### config.mk
export PLATFORM = sky130hd
export DESIGN_NAME = rtc_run_controller
export DESIGN_NICKNAME = d
export VERILOG_FILES = /design/src/rtl/rtc_run_controller.sv
export SDC_FILE = /design/constraint.sdc
export NUM_CORES = 1
export LEC_CHECK = 0
export CAP_MARGIN = 20
export CORE_MARGIN = 2
export CORE_UTILIZATION = 40
export DETAILED_ROUTE_END_ITERATION = 8
export PLACE_DENSITY = 0.58
export SETUP_SLACK_MARGIN = 0.4
export SYNTH_ARGS = -nofsm -noshare
export SYNTH_HDL_FRONTEND = slang
export SYNTH_SLANG_ARGS = --single-unit
### constraint.sdc
create_clock -name clk_125MHz -period 3.57 [get_ports clk_125MHz]
set_input_delay 0.5355 -clock clk_125MHz [delete_from_list [all_inputs] [get_ports clk_125MHz]]
set_output_delay 0.5355 -clock clk_125MHz [all_outputs]
set_load 0.02 [all_outputs]
### src/rtl/rtc_run_controller.sv
// Run-control sequencer for the RTC time counter: conditions the start/stop/clear
// buttons and drives the counter's start/stop/rst from a registered 4-state FSM.
module rtc_run_controller #(
  parameter int unsigned DEBOUNCE_CYCLES = 1_250_000,
  parameter int unsigned DB_W            = 21,
  parameter int unsigned CNT_W           = 8
) (
  input  logic             clk_125MHz,
  input  logic             rst,
  input  logic             btn_start,
  input  logic             btn_stop,
  input  logic             btn_clear,
  input  logic             cnt_done,
  input  logic [CNT_W-1:0] cnt_value,
  output logic             cnt_start,
  output logic             cnt_stop,
  output logic             cnt_rst,
  output logic [1:0]       state,
  output logic [CNT_W-1:0] lap_value,
  output logic             lap_valid
);

  localparam int unsigned NB = 3;
  localparam logic [1:0] ST_IDLE  = 2'b00;
  localparam logic [1:0] ST_RUN   = 2'b01;
  localparam logic [1:0] ST_PAUSE = 2'b10;
  localparam logic [1:0] ST_DONE  = 2'b11;
  localparam logic [DB_W-1:0] DB_MAX = DB_W'(DEBOUNCE_CYCLES - 1);

  // Button bit order: [0] start, [1] stop, [2] clear.
  logic [NB-1:0]   btn_raw;
  logic [NB-1:0]   sync1_q, sync1_d;
  logic [NB-1:0]   sync2_q, sync2_d;
  logic [NB-1:0]   db_q, db_d;
  logic [NB-1:0]   ev_q, ev_d;
  logic [DB_W-1:0] db_cnt_q [NB];
  logic [DB_W-1:0] db_cnt_d [NB];

  logic [1:0]       state_q, state_d;
  logic             cnt_start_q, cnt_start_d;
  logic             cnt_stop_q, cnt_stop_d;
  logic             cnt_rst_q, cnt_rst_d;
  logic [CNT_W-1:0] lap_value_q, lap_value_d;
  logic             lap_valid_q, lap_valid_d;

  logic ev_start, ev_stop, ev_clear;

  assign btn_raw  = {btn_clear, btn_stop, btn_start};
  assign ev_start = ev_q[0];
  assign ev_stop  = ev_q[1];
  assign ev_clear = ev_q[2];

  // Synchronize, debounce and edge-detect each button.
  always_comb begin
    sync1_d = btn_raw;
    sync2_d = sync1_q;
    db_d    = db_q;
    for (int i = 0; i < int'(NB); i++) begin
      db_cnt_d[i] = '0;
      if (sync2_q[i] != db_q[i]) begin
        if (db_cnt_q[i] == DB_MAX) begin
          db_d[i] = ~db_q[i];
        end else begin
          db_cnt_d[i] = db_cnt_q[i] + DB_W'(1);
        end
      end
    end
    ev_d = db_d & ~db_q;
  end

  always_ff @(posedge clk_125MHz or posedge rst) begin
    if (rst) begin
      sync1_q <= '0;
      sync2_q <= '0;
      db_q    <= '0;
      ev_q    <= '0;
      for (int i = 0; i < int'(NB); i++) begin
        db_cnt_q[i] <= '0;
      end
    end else begin
      sync1_q <= sync1_d;
      sync2_q <= sync2_d;
      db_q    <= db_d;
      ev_q    <= ev_d;
      for (int i = 0; i < int'(NB); i++) begin
        db_cnt_q[i] <= db_cnt_d[i];
      end
    end
  end

  // State register.
  always_ff @(posedge clk_125MHz or posedge rst) begin
    if (rst) begin
      state_q <= ST_IDLE;
    end else begin
      state_q <= state_d;
    end
  end

  // Next state; clear overrides everything, then done, then stop, then start.
  always_comb begin
    state_d = state_q;
    case (state_q)
      ST_IDLE:  if (ev_start) state_d = ST_RUN;
      ST_RUN: begin
        if (cnt_done) begin
          state_d = ST_DONE;
        end else if (ev_stop) begin
          state_d = ST_PAUSE;
        end
      end
      ST_PAUSE: if (ev_start) state_d = ST_RUN;
      ST_DONE:  state_d = ST_DONE;
      default:  state_d = ST_IDLE;
    endcase
    if (ev_clear) begin
      state_d = ST_IDLE;
    end
  end

  // Outputs decoded from the next state so they land together with it.
  always_comb begin
    cnt_rst_d   = (state_d == ST_IDLE);
    cnt_start_d = (state_d == ST_RUN);
    cnt_stop_d  = (state_d == ST_PAUSE) || (state_d == ST_DONE);
    lap_valid_d = (state_q == ST_RUN) && (state_d == ST_PAUSE);
    lap_value_d = lap_valid_d ? cnt_value : lap_value_q;
  end

  always_ff @(posedge clk_125MHz or posedge rst) begin
    if (rst) begin
      cnt_rst_q   <= 1'b1;
      cnt_start_q <= 1'b0;
      cnt_stop_q  <= 1'b0;
      lap_valid_q <= 1'b0;
      lap_value_q <= '0;
    end else begin
      cnt_rst_q   <= cnt_rst_d;
      cnt_start_q <= cnt_start_d;
      cnt_stop_q  <= cnt_stop_d;
      lap_valid_q <= lap_valid_d;
      lap_value_q <= lap_value_d;
    end
  end

  assign state     = state_q;
  assign cnt_rst   = cnt_rst_q;
  assign cnt_start = cnt_start_q;
  assign cnt_stop  = cnt_stop_q;
  assign lap_valid = lap_valid_q;
  assign lap_value = lap_value_q;

endmodule
After elaboration in Yosys (flattened, before gate mapping)
Cells that the tools add are included.
Word-level totals
  flip-flop bits (word level): 89
  bits in latches: 0
  memory bits (writable): 0
  bits in read-only memories: 0
  input bits: 14
  output and inout port bits: 14
  logic and storage cells: 55
  memories kept: 0
Operators by class
  $add $sub $neg: 3
  multiply operators: 0
  div/mod/pow operators: 0
  $lt $le $gt $ge: 0
  equality and inequality tests: 12
  shift-type cells: 0
  multiplexer cells: 17
  bitwise gates (word level): 5
  reductions and logical operators: 5
Operator list (count)
  two-way mux 21 bit: 6
  adder 21 x 1 -> 21 bit, second input constant: 3
  == test 21 bit, second input constant: 3
  == test 2 bit, second input constant: 4
  two-way mux 2 bit: 4
  two-way mux 1 bit: 6
  case mux 2 bit (3 select lines): 1
  == test 2 x 1 -> 1 bit, second input constant: 2
  logical NOT 2 bit: 2
  AND 3 bit: 1
  != test 1 bit: 3
  inverter 1 bit: 3
  inverter 3 bit: 1
  OR reduction 2 bit: 1
  logical AND 1 bit: 1
  logical OR 1 bit: 1

Depth between registers and ports, before layout
Gate-level depths: netlist (run 1).
  depth in word-level cells: 6
  gate-level depth with buffers: 6

Worst setup path before layout (run 1)
OpenSTA, ideal clock, no wires.
  path kind: flip-flop to flip-flop
  from: reg db_cnt_q[31] (netlist bit)
  to: reg db_q[1]
  setup time: 125 ps
  arrival: 1949 ps
  required time: 3445 ps
  path slack: 1496 ps
  cell stages (with the launch flop): 5
  buffers on the path: 0
  period minus slack after synthesis: 2074 ps
  cell sequence: dfrtp_1 > nand4bb_1 > or4_4 > or4_4 > mux2_4
On the way
  longest elaborated chain between the ends: 3
RTL lines
  start, declared: RTL line 36  | logic [DB_W-1:0] db_cnt_q [NB];
  start signal, assigned by index: RTL line 86  | db_cnt_q[i] <= db_cnt_d[i];
  == test 21 bit: RTL line 61  | if (db_cnt_q[i] == DB_MAX) begin
  two-way mux 1 bit: RTL line 61
  two-way mux 1 bit: RTL line 60  | if (sync2_q[i] != db_q[i]) begin
  via db_d[1]: RTL line 34  | logic [NB-1:0] db_q, db_d;
  end signal, assigned: RTL line 75  | db_q <= '0;
  end signal, assigned: RTL line 83  | db_q <= db_d;
  end, declared: RTL line 34
The timed path passes the listed nets, and every way through them passes these cells.
A chain may end at the register's enable or synchronous reset.

==> flow_metrics.env, run 1 <==
export IMPL_cp_slowest_stage_delay_ns=0.69
export IMPL_final_max_slew_viol_count=0
export IMPL_fin_cells=568
export IMPL_seqCellArea_um2=2230
export IMPL_post_cts_setup_buffers=0
export IMPL_ir_drop_mv=0.211
export IMPL_cts_buffers=9
export IMPL_relSlewSlack=0.453
export IMPL_cp_slowest_cell="a41o_1"
export IMPL_path_cells="or4b_2 -> nor4_1 -> a41o_1 -> nor2_1"
export IMPL_synth_area_um2=4150
export IMPL_postCtsHoldBufs=0
export IMPL_ys_ff_latch=89
export IMPL_final_hold_violation_count=0
export IMPL_critPathBufInv=0
export IMPL_p_total_uw=1810
export IMPL_cp_end_kind="flip-flop"
export IMPL_status="complete, no violations"
export IMPL_synth_compound_area_frac=0.0494
export IMPL_grt_pass1_vias=2828
export IMPL_crit_type="flip-flop to flip-flop"
export IMPL_grt_use_total=0.150
export IMPL_crit_required_ns=3.79
export IMPL_grt_max_degree=48
export IMPL_h_tree_depth=3
export IMPL_dp_hpwl_um=5240
export IMPL_synth_fp_nets=415
export IMPL_vias=2946
export IMPL_dieArea_um2=11200
export IMPL_fin_crit_sh=0.661
export IMPL_yosysUniqueCellTypes=42
export IMPL_setup_viol=0
export IMPL_placedCellCount=552
export IMPL_synth_xor_area_share=0.0992
export IMPL_worstMarginPinSlew_ns=0.815
export IMPL_yosys_area_share_adder=0.00904
export IMPL_route_detailed_drc=0
export IMPL_fmaxAchievable_mhz=423
export IMPL_avgViaCountPerCell=5.19
export IMPL_post_drt_wl_per_cell_um=13.4
export IMPL_numPortBuffers=27
export IMPL_drtIter0Drc=126
export IMPL_reg2regPathDepth=4
export IMPL_cts_resized=0
export IMPL_path_clk_slew_ns=0.10
export IMPL_cts_tree="done"
export IMPL_grt_antenna_before_repair=0
export IMPL_path_depth=4
export IMPL_initial_core_util=0.407
export IMPL_power_density_nw_per_um2=378
export IMPL_synth_area_mux_share=0.0308
export IMPL_drive_gt1_frac=0.0926
export IMPL_grt_ovfl_total=0
export IMPL_clock_path_buffers=2
export IMPL_fin_skew_ns=0.00821
export IMPL_die_h_um=106
export IMPL_start_kind="flip-flop"
export IMPL_ioPinCount=28
export IMPL_yosysSeqAreaShare=0.537
export IMPL_hold_path_class="flip-flop to flip-flop"
export IMPL_num_rows=37
export IMPL_insertion_delay_ns=0.36
export IMPL_syn_avg_cell_area_um2=10.4
export IMPL_nNetsFinal=444
export IMPL_multi_input_area_um2=1840
export IMPL_yosys_warnings=0
export IMPL_clock_root_buffer="clkbuf_8"
export IMPL_crit_path_max_fanout=20
export IMPL_hold_depth=0
export IMPL_synth_top_family_by_area="simple AND/OR/NAND/NOR gates"
export IMPL_detail_route_antenna_nets=0
export IMPL_clock_sinks=89
export IMPL_syn2layout_area_growth_pct=15.1
export IMPL_fp_dieW_um=106
export IMPL_crit_family="simple AND/OR/NAND/NOR gates"
export IMPL_min_period_ns=2.36
export IMPL_antennaDiodeCount=0
export IMPL_core_area_um2=10200
export IMPL_p_leak_uw=0.00190
export IMPL_worst_ep_arrival_time_ns=2.58
export IMPL_rsz0062_at_grt="no"
export IMPL_gp_congestion=0.808
export IMPL_grt_pass1_wl_um=13500
export IMPL_syn_instance_count=398
export IMPL_nFillCells=965
export IMPL_drt_wl_total_um=7640
export IMPL_synth_simple_gate_area_frac=0.253
export IMPL_cap_violations=0
export IMPL_fin_setup_tns_ns=0
export IMPL_drtPass1Iterations=4
[sequential cells by signal, indices dropped and copies added (netlist names), 2 cells and up]
name / count
state: 2
db_q: 3
lap_value: 8
sync2_q: 3
db_cnt_q: 63
ev_q: 3
sync1_q: 3
[cells by family (layout without fill, tap and decap cells)]
| family | count (synthesis) | after routing |
|---|---|---|
| adder cells (fa/ha/maj) | 3 | 3 |
| AO/OA/AOI/OAI | 33 | 33 |
| XOR/XNOR | 47 | 47 |
| multiplexers | 11 | 11 |
| buffers and inverters | 21 | 55 |
| AND/OR/NAND/NOR | 194 | 194 |
| flip-flops | 89 | 89 |
[worst reg2reg max path, cell delays in order (launching register included)]
cell	delay [ns]
dfrtp_1	0.41
or4b_2	0.66
nor4_1	0.33
a41o_1	0.69
nor2_1	0.13
[final timing paths]
path	to	start	slack [ns]
min reg2reg	sync2_q[0]	sync1_q[0]	0.36
max in group asynchronous	cnt_rst	rst	2.24
max reg2reg	db_cnt_q[10]	db_cnt_q[13]	1.21
min in group asynchronous	db_cnt_q[60]	rst	0.61
min	sync2_q[0]	sync1_q[0]	0.36
max	db_cnt_q[10]	db_cnt_q[13]	1.21
[metrics by stage]
step	cell area, um2	setup slack [ns]	util	hold WS, ns
2_1_floorplan	4150	0.729	-	0.331
3_3_place_gp	4580	1.25	0.449	0.332
3_5_place_dp	4580	1.20	0.449	0.338
4_1_cts	4780	1.20	0.469	0.360
5_1_grt	4780	1.05	0.469	0.368
6_report	4780	1.21	0.469	0.356
[where the power goes]
| group | switching [uW] | total [uW] | internal [uW] |
|---|---|---|---|
| clock network | 380 | 709 | 330 |
| logic | 39.4 | 66.3 | 26.9 |
| registers | 11.4 | 1030 | 1020 |
| total | 430 | 1810 | 1380 |
[placed cells by master (no fill, tap or decap), drive strengths merged, types with 4 or more instances in the layout]
cell / instances
clkdlybuf4s50: 27
clkbuf: 9
o31ai: 4
nand3: 18
and3: 6
or3: 9
o21ai: 11
a21oi: 15
nor3: 10
xnor2: 33
nand4: 23
nand2: 22
xor2: 14
nor2: 56
and4: 5
nor4: 20
mux2: 11
nor3b: 5
dfrtp: 88
or4: 8
inv: 11
[per-layer routing]
layer  global-route usage  wire (um)  vias to the layer above
met5                    0          0                        -
met4               0.0367         55                        0
met3               0.0439        366                        5
met2                0.229       3440                       67
met1                0.212       3770                     1386
li1                     -          -                     1488
[final cells by class]
class / instances / area share
clock buffers: 9 / 0.0259
clock inverters: 7 / 0.0160
multi-input cells: 288 / 0.385
inverters: 9 / 0.00734
flip-flops and latches: 89 / 0.467
well taps: 136 / 0.0356
repair buffers: 30 / 0.0639
[cell usage after synthesis, drive strengths merged]
library cell	number	share of area
inv	9	0.0081
nor3	10	0.012
a41o	1	0.0024
nand2b	1	0.0015
a21oi	15	0.018
nand2	22	0.020
buf	3	0.0051
nand3	18	0.022
dfstp	1	0.0063
a211oi	1	0.0018
nand4b	2	0.0042
or4	8	0.016
nand3b	2	0.0036
and3	6	0.0093
or3	9	0.014
nor4	20	0.030
and2	2	0.0030
mux2	11	0.031
xnor2	33	0.070
nor2b	1	0.0015
o21ai	11	0.013
dfrtp	88	0.53
nor3b	5	0.0090
ha	3	0.0090
nor4b	1	0.0021
nand4bb	1	0.0027
nand4	23	0.036
nor2	56	0.051
and4	5	0.011
o31ai	4	0.0072
clkbuf	9	0.0084
or4b	1	0.0024
o41ai	1	0.0066
xor2	14	0.030
and3b	1	0.0021
Note: power is estimated with default switching activity, not from simulation.
==> inputs of run 2 (changes only) <==
clock period = 2.4 ns   (was 3.57 ns; I/O delays follow)
==> run 2 against run 1 <==
Against the previous run: setup slack worse by 0.79 ns; final cell count is 3.0% higher; sequential share of layout area is 2.0 points lower; critical path depth did not move; final area rose by 4.8%; highest routed layer unchanged.
==> flow_metrics.env, run 2 (same netlist as run 1, synthesis figures left out) <==
export IMPL_grt_pass1_wl_um=14300
export IMPL_drtPass1Iterations=4
export IMPL_r2r_start="db_cnt_q[37]"
export IMPL_top_usage_layer="met2"
export IMPL_numPortBuffers=27
export IMPL_ioPinCount=28
export IMPL_p_total_uw=2910
export IMPL_drt_wl_total_um=8170
export IMPL_critPathBufInv=0
export IMPL_initial_core_util=0.407
export IMPL_dieArea_um2=11200
export IMPL_top_register="db_cnt_q"
export IMPL_h_tree_depth=3
export IMPL_crit_required_ns=2.64
export IMPL_grt_pass1_vias=3032
export IMPL_syn2layout_area_growth_pct=20.6
export IMPL_layout_commonest_cell="dfrtp_1"
export IMPL_final_max_slew_viol_count=0
export IMPL_cp_end_kind="flip-flop"
export IMPL_grt_use_met1=0.224
export IMPL_grt_antenna_before_repair=0
export IMPL_fmaxAchievable_mhz=506
export IMPL_nNetsFinal=461
export IMPL_use_met3=0.0402
export IMPL_status="complete, no violations"
export IMPL_crit_path_start="db_cnt_q[37]"
export IMPL_fin_setup_tns_ns=0
export IMPL_vias=3067
export IMPL_crit_path_frequent_cell="or4_4"
export IMPL_worst_ep_arrival_time_ns=2.22
export IMPL_p_leak_uw=0.00201
export IMPL_cap_violations=0
export IMPL_setup_viol=0
export IMPL_die_h_um=106
export IMPL_clock_sinks=89
export IMPL_cp_slowest_cell="or4_4"
export IMPL_fin_crit_sh=0.824
export IMPL_drtIter0Drc=121
export IMPL_placedCellCount=560
export IMPL_dp_hpwl_um=5630
export IMPL_start_kind="flip-flop"
export IMPL_path_clk_slew_ns=0.09
export IMPL_grt_use_total=0.158
export IMPL_route_detailed_drc=0
export IMPL_grt_max_degree=30
export IMPL_min_period_ns=1.98
export IMPL_power_density_nw_per_um2=582
export IMPL_largest_reg_flops=63
export IMPL_worstMarginPinSlew_ns=0.422
export IMPL_path_cells="nand2_1 -> or4_4 -> or4_4 -> mux2_4"
export IMPL_fp_dieW_um=106
export IMPL_hold_path_class="primary input to asynchronous set/reset pin"
export IMPL_antennaDiodeCount=0
export IMPL_final_hold_violation_count=0
export IMPL_core_area_um2=10200
export IMPL_crit_path_max_fanout=4
export IMPL_clock_path_buffers=2
export IMPL_detail_route_antenna_nets=0
export IMPL_post_drt_wl_per_cell_um=14.0
export IMPL_clock_root_buffer="clkbuf_8"
export IMPL_postCtsHoldBufs=0
export IMPL_drive_gt1_frac=0.145
export IMPL_relSlewSlack=0.718
export IMPL_crit_family="simple AND/OR/NAND/NOR gates"
export IMPL_ir_drop_mv=0.373
export IMPL_rsz0062_at_grt="yes"
export IMPL_num_rows=37
export IMPL_insertion_delay_ns=0.36
export IMPL_cts_buffers=9
export IMPL_avgViaCountPerCell=5.24
export IMPL_met2_usage=0.238
export IMPL_cts_tree="done"
export IMPL_mostFrequentLayoutCells="84 x dfrtp_1, 56 x nor2_1, 33 x xnor2_1, 27 x clkdlybuf4s50_1"
export IMPL_gp_congestion=0.828
export IMPL_grt_ovfl_total=0
export IMPL_crit_type="flip-flop to flip-flop"
export IMPL_fin_cells=585
export IMPL_fin_skew_ns=0.00924
export IMPL_cp_slowest_stage_delay_ns=0.53
==> run 2: changes by cell type in the layout (fill, tap and decap cells not counted), sizes merged <==
| cell | previous run | this run |
|---|---|---|
| bufinv | 1 | 3 |
| inv | 11 | 10 |
| clkinv | 2 | 1 |
| buf | 3 | 20 |
==> run 2: worst paths after layout <==
path,end,slack [ns],depth (start not counted)
max in group asynchronous,cnt_rst,1.49,3
min in group clk_125MHz,sync2_q[2],0.36,0
hold reg to reg,sync2_q[2],0.36,0
hold / removal,db_cnt_q[24],0.34,2
setup reg to reg,db_q[1],0.42,4
setup / recovery,db_q[1],0.42,4
==> run 2: metal layers <==
| layer | wire length [um] | vias up |
|---|---|---|
| met4 | 127 | 0 |
| met1 | 4030 | 1476 |
| met5 | 0 | - |
| li1 | - | 1512 |
| met2 | 3720 | 67 |
| met3 | 295 | 12 |
==> run 2: layout make-up <==
| class | instances | area, um2 |
|---|---|---|
| clock buffer | 9 | 124 |
| inverter | 9 | 37.5 |
| sequential | 89 | 2230 |
| tap | 136 | 170 |
| timing repair buffer | 47 | 440 |
| multi-input combinational | 288 | 1870 |
| fill | 968 | 5180 |
| clock inverter | 7 | 126 |
==> run 2: worst reg2reg max path, delay by kind of cell, from the launching register on <==
family	cells	cell delay, ns
AND/OR/NAND/NOR	3	1.16
flip-flops	1	0.39
multiplexers	1	0.31
==> run 2: through the flow <==
| stage | utilization | instance area (um2) | hold WS, ns | worst slack (ns) |
|---|---|---|---|---|
| 2_1_floorplan | - | 4150 | 0.331 | 0.448 |
| 3_3_place_gp | 0.455 | 4640 | 0.343 | 0.373 |
| 3_5_place_dp | 0.455 | 4640 | 0.345 | 0.305 |
| 4_1_cts | 0.484 | 4930 | 0.342 | 0.407 |
| 5_1_grt | 0.492 | 5010 | 0.358 | 0.376 |
| 6_report | 0.492 | 5010 | 0.343 | 0.423 |
==> run 2: report_power, final <==
group / total (uW) / switching (uW) / leakage (uW) / internal, uW
Combinational: 118 / 64.8 / 0.000696 / 53.2
Clock: 1260 / 560 / 0.000122 / 704
Sequential: 1530 / 16.6 / 0.00120 / 1520
==> run 2: what timing repair did <==
| action | 4_1_cts | 5_1_grt |
|---|---|---|
| resized for setup | 2 | 11 |
| setup buffers | 4 | 5 |
| setup endpoints to repair | 20 | 26 |
| cloned | 0 | 0 |
| pin swaps | 1 | 5 |
==> inputs of run 3 (changes only) <==
PLACE_DENSITY = 0.6   (was 0.58)
clock period = 1.76 ns   (was 2.4 ns; I/O delays follow)
==> run 3 against run 2 <==
Against the previous run: global-route usage increased by 3.3 points; die area unchanged; critical path depth increased by 3; utilization increased by 10 points; routed wire length increased by 23%; clock power about the same; the flow now finishes with violations (negative setup slack); fmax increased by 4.1%; final cell count increased by 12%; largest cell class unchanged.
==> flow_metrics.env, run 3 (same netlist as run 1, synthesis figures left out) <==
export IMPL_min_period_ns=1.90
export IMPL_worstMarginPinSlew_ns=0.442
export IMPL_insertion_delay_ns=0.37
export IMPL_p_leak_uw=0.00245
export IMPL_cp_end_kind="flip-flop"
export IMPL_relSlewSlack=0.706
export IMPL_power_density_nw_per_um2=609
export IMPL_dieArea_um2=11200
export IMPL_h_tree_depth=3
export IMPL_vias=3473
export IMPL_nNetsFinal=532
export IMPL_cts_tree="done"
export IMPL_cap_violations=0
export IMPL_clock_root_buffer="clkbuf_8"
export IMPL_core_area_um2=10200
export IMPL_hold_path_class="primary input to asynchronous set/reset pin"
export IMPL_reg2reg_slack_ns=-0.14
export IMPL_cts_buffers=9
export IMPL_violations="negative setup slack"
export IMPL_crit_type="flip-flop to flip-flop"
export IMPL_grt_ovfl_total=0
export IMPL_layout_commonest_cell="dfrtp_1"
export IMPL_gp_congestion=0.809
export IMPL_numPortBuffers=27
export IMPL_route_detailed_drc=0
export IMPL_fmaxAchievable_mhz=527
export IMPL_grt_antenna_before_repair=0
export IMPL_p_sw_uw=899
export IMPL_die_h_um=106
export IMPL_num_rows=37
export IMPL_largest_reg_flops=63
export IMPL_clock_path_buffers=2
export IMPL_pwr_share_comb=0.080
export IMPL_crit_required_ns=2.01
export IMPL_final_hold_violation_count=0
export IMPL_dp_hpwl_um=6140
export IMPL_syn2layout_area_growth_pct=45.6
export IMPL_grt_max_degree=55
export IMPL_ir_drop_mv=0.354
export IMPL_detail_route_antenna_nets=0
export IMPL_status="finished, violations left"
export IMPL_fin_util=0.593
export IMPL_intPower_uw=2780
export IMPL_drive_gt1_frac=0.379
export IMPL_r2r_start="db_cnt_q[13]"
export IMPL_fin_hold_ws_ns=0.306
export IMPL_grt_use_total=0.192
export IMPL_p_clk_frac=0.350
export IMPL_path_clk_slew_ns=0.09
export IMPL_fin_crit_sh=1.08
export IMPL_crit_path_max_fanout=5
export IMPL_grt_pass1_wl_um=17000
export IMPL_p_total_uw=3680
export IMPL_reg2regPathDepth=7
export IMPL_swShare=0.244
export IMPL_setup_viol=47
export IMPL_fp_dieW_um=106
export IMPL_initial_core_util=0.407
export IMPL_drt_wl_total_um=10000
export IMPL_finalWorstSetupSlack_ns=-0.139
export IMPL_drtPass1Iterations=4
export IMPL_start_kind="flip-flop"
export IMPL_ioPinCount=28
export IMPL_mostFrequentLayoutCells="83 x dfrtp_1, 67 x buf_4, 33 x xnor2_1, 23 x nor2_1, 22 x nand4_1"
export IMPL_worstReg2RegEnd="db_cnt_q[18]"
export IMPL_drtIter0Drc=120
export IMPL_worst_ep_arrival_time_ns=2.15
export IMPL_post_drt_wl_per_cell_um=15.3
export IMPL_grt_pass1_vias=3614
export IMPL_pwr_share_seq=0.570
export IMPL_rsz0062_at_grt="yes"
export IMPL_top_register="db_cnt_q"
export IMPL_postCtsHoldBufs=0
export IMPL_final_max_slew_viol_count=0
export IMPL_clock_sinks=89
export IMPL_antennaDiodeCount=0
export IMPL_fin_skew_ns=0.0139
export IMPL_avgViaCountPerCell=5.29
## run 3: worst max-delay path by stage
| stage | end | from | slack [ns] |
|---|---|---|---|
| 5_1_grt | db_cnt_q[18] | db_cnt_q[13] | -0.20 |
| 6_report | db_cnt_q[18] | db_cnt_q[13] | -0.14 |
| 4_1_cts | db_q[1] | db_cnt_q[32] | -0.11 |
| 3_3_place_gp | db_q[1] | db_cnt_q[32] | -0.08 |
| 2_1_floorplan | db_q[1] | db_cnt_q[31] | -0.11 |
| 3_5_place_dp | db_q[1] | db_cnt_q[32] | -0.12 |
## run 3: area by class of cell
class                      count  area (um2)
fill                         845        4140
sequential                    89        2230
multi-input combinational    288        2220
timing repair buffer         118        1200
tap                          136         170
clock buffer                  10         138
clock inverter                 6        40.0
inverter                       9        37.5
## run 3: repair_timing
item,in CTS,in global routing
gates cloned,7,0
hold endpoints to repair,0,0
endpoints found under the setup margin,81,79
pin swaps,14,10
setup buffers,27,6
resized for setup,84,35
## run 3: layer usage
metal / wire length (um) / GRT usage
met3: 214 / 0.0334
met5: 0 / 0
met4: 245 / 0.102
met2: 5240 / 0.325
met1: 4340 / 0.233
## run 3: power by group through the flow
stage          Sequential [uW]  Combinational, uW  Clock (uW)
4_1_cts                   2090                275        1340
2_1_floorplan             2130               95.5           0
3_5_place_dp              2130                172           0
3_3_place_gp              2130                168           0
6_report                  2100                294        1290
5_1_grt                   2100                320        1420
## run 3: per-stage QoR
stage | setup slack, ns | instances | instance area [um2] | setup TNS [ns]
finish | -0.139 | 656 | 6040 | -3.86
global route | -0.200 | 656 | 6040 | -7.86
CTS | -0.111 | 650 | 5860 | -2.39
detailed placement | -0.117 | 600 | 5100 | -0.484
global placement | -0.0784 | 600 | 5100 | -0.0786
floorplan | -0.114 | 398 | 4350 | -0.408
## run 3: critical path, cell delays in order (launching register included)
cell and delay [ns]:
dfrtp_1 0.39, or4b_4 0.55, nor4_4 0.20, a41o_1 0.26, buf_6 0.13, buf_12 0.10, buf_16 0.11, a21oi_2 0.03
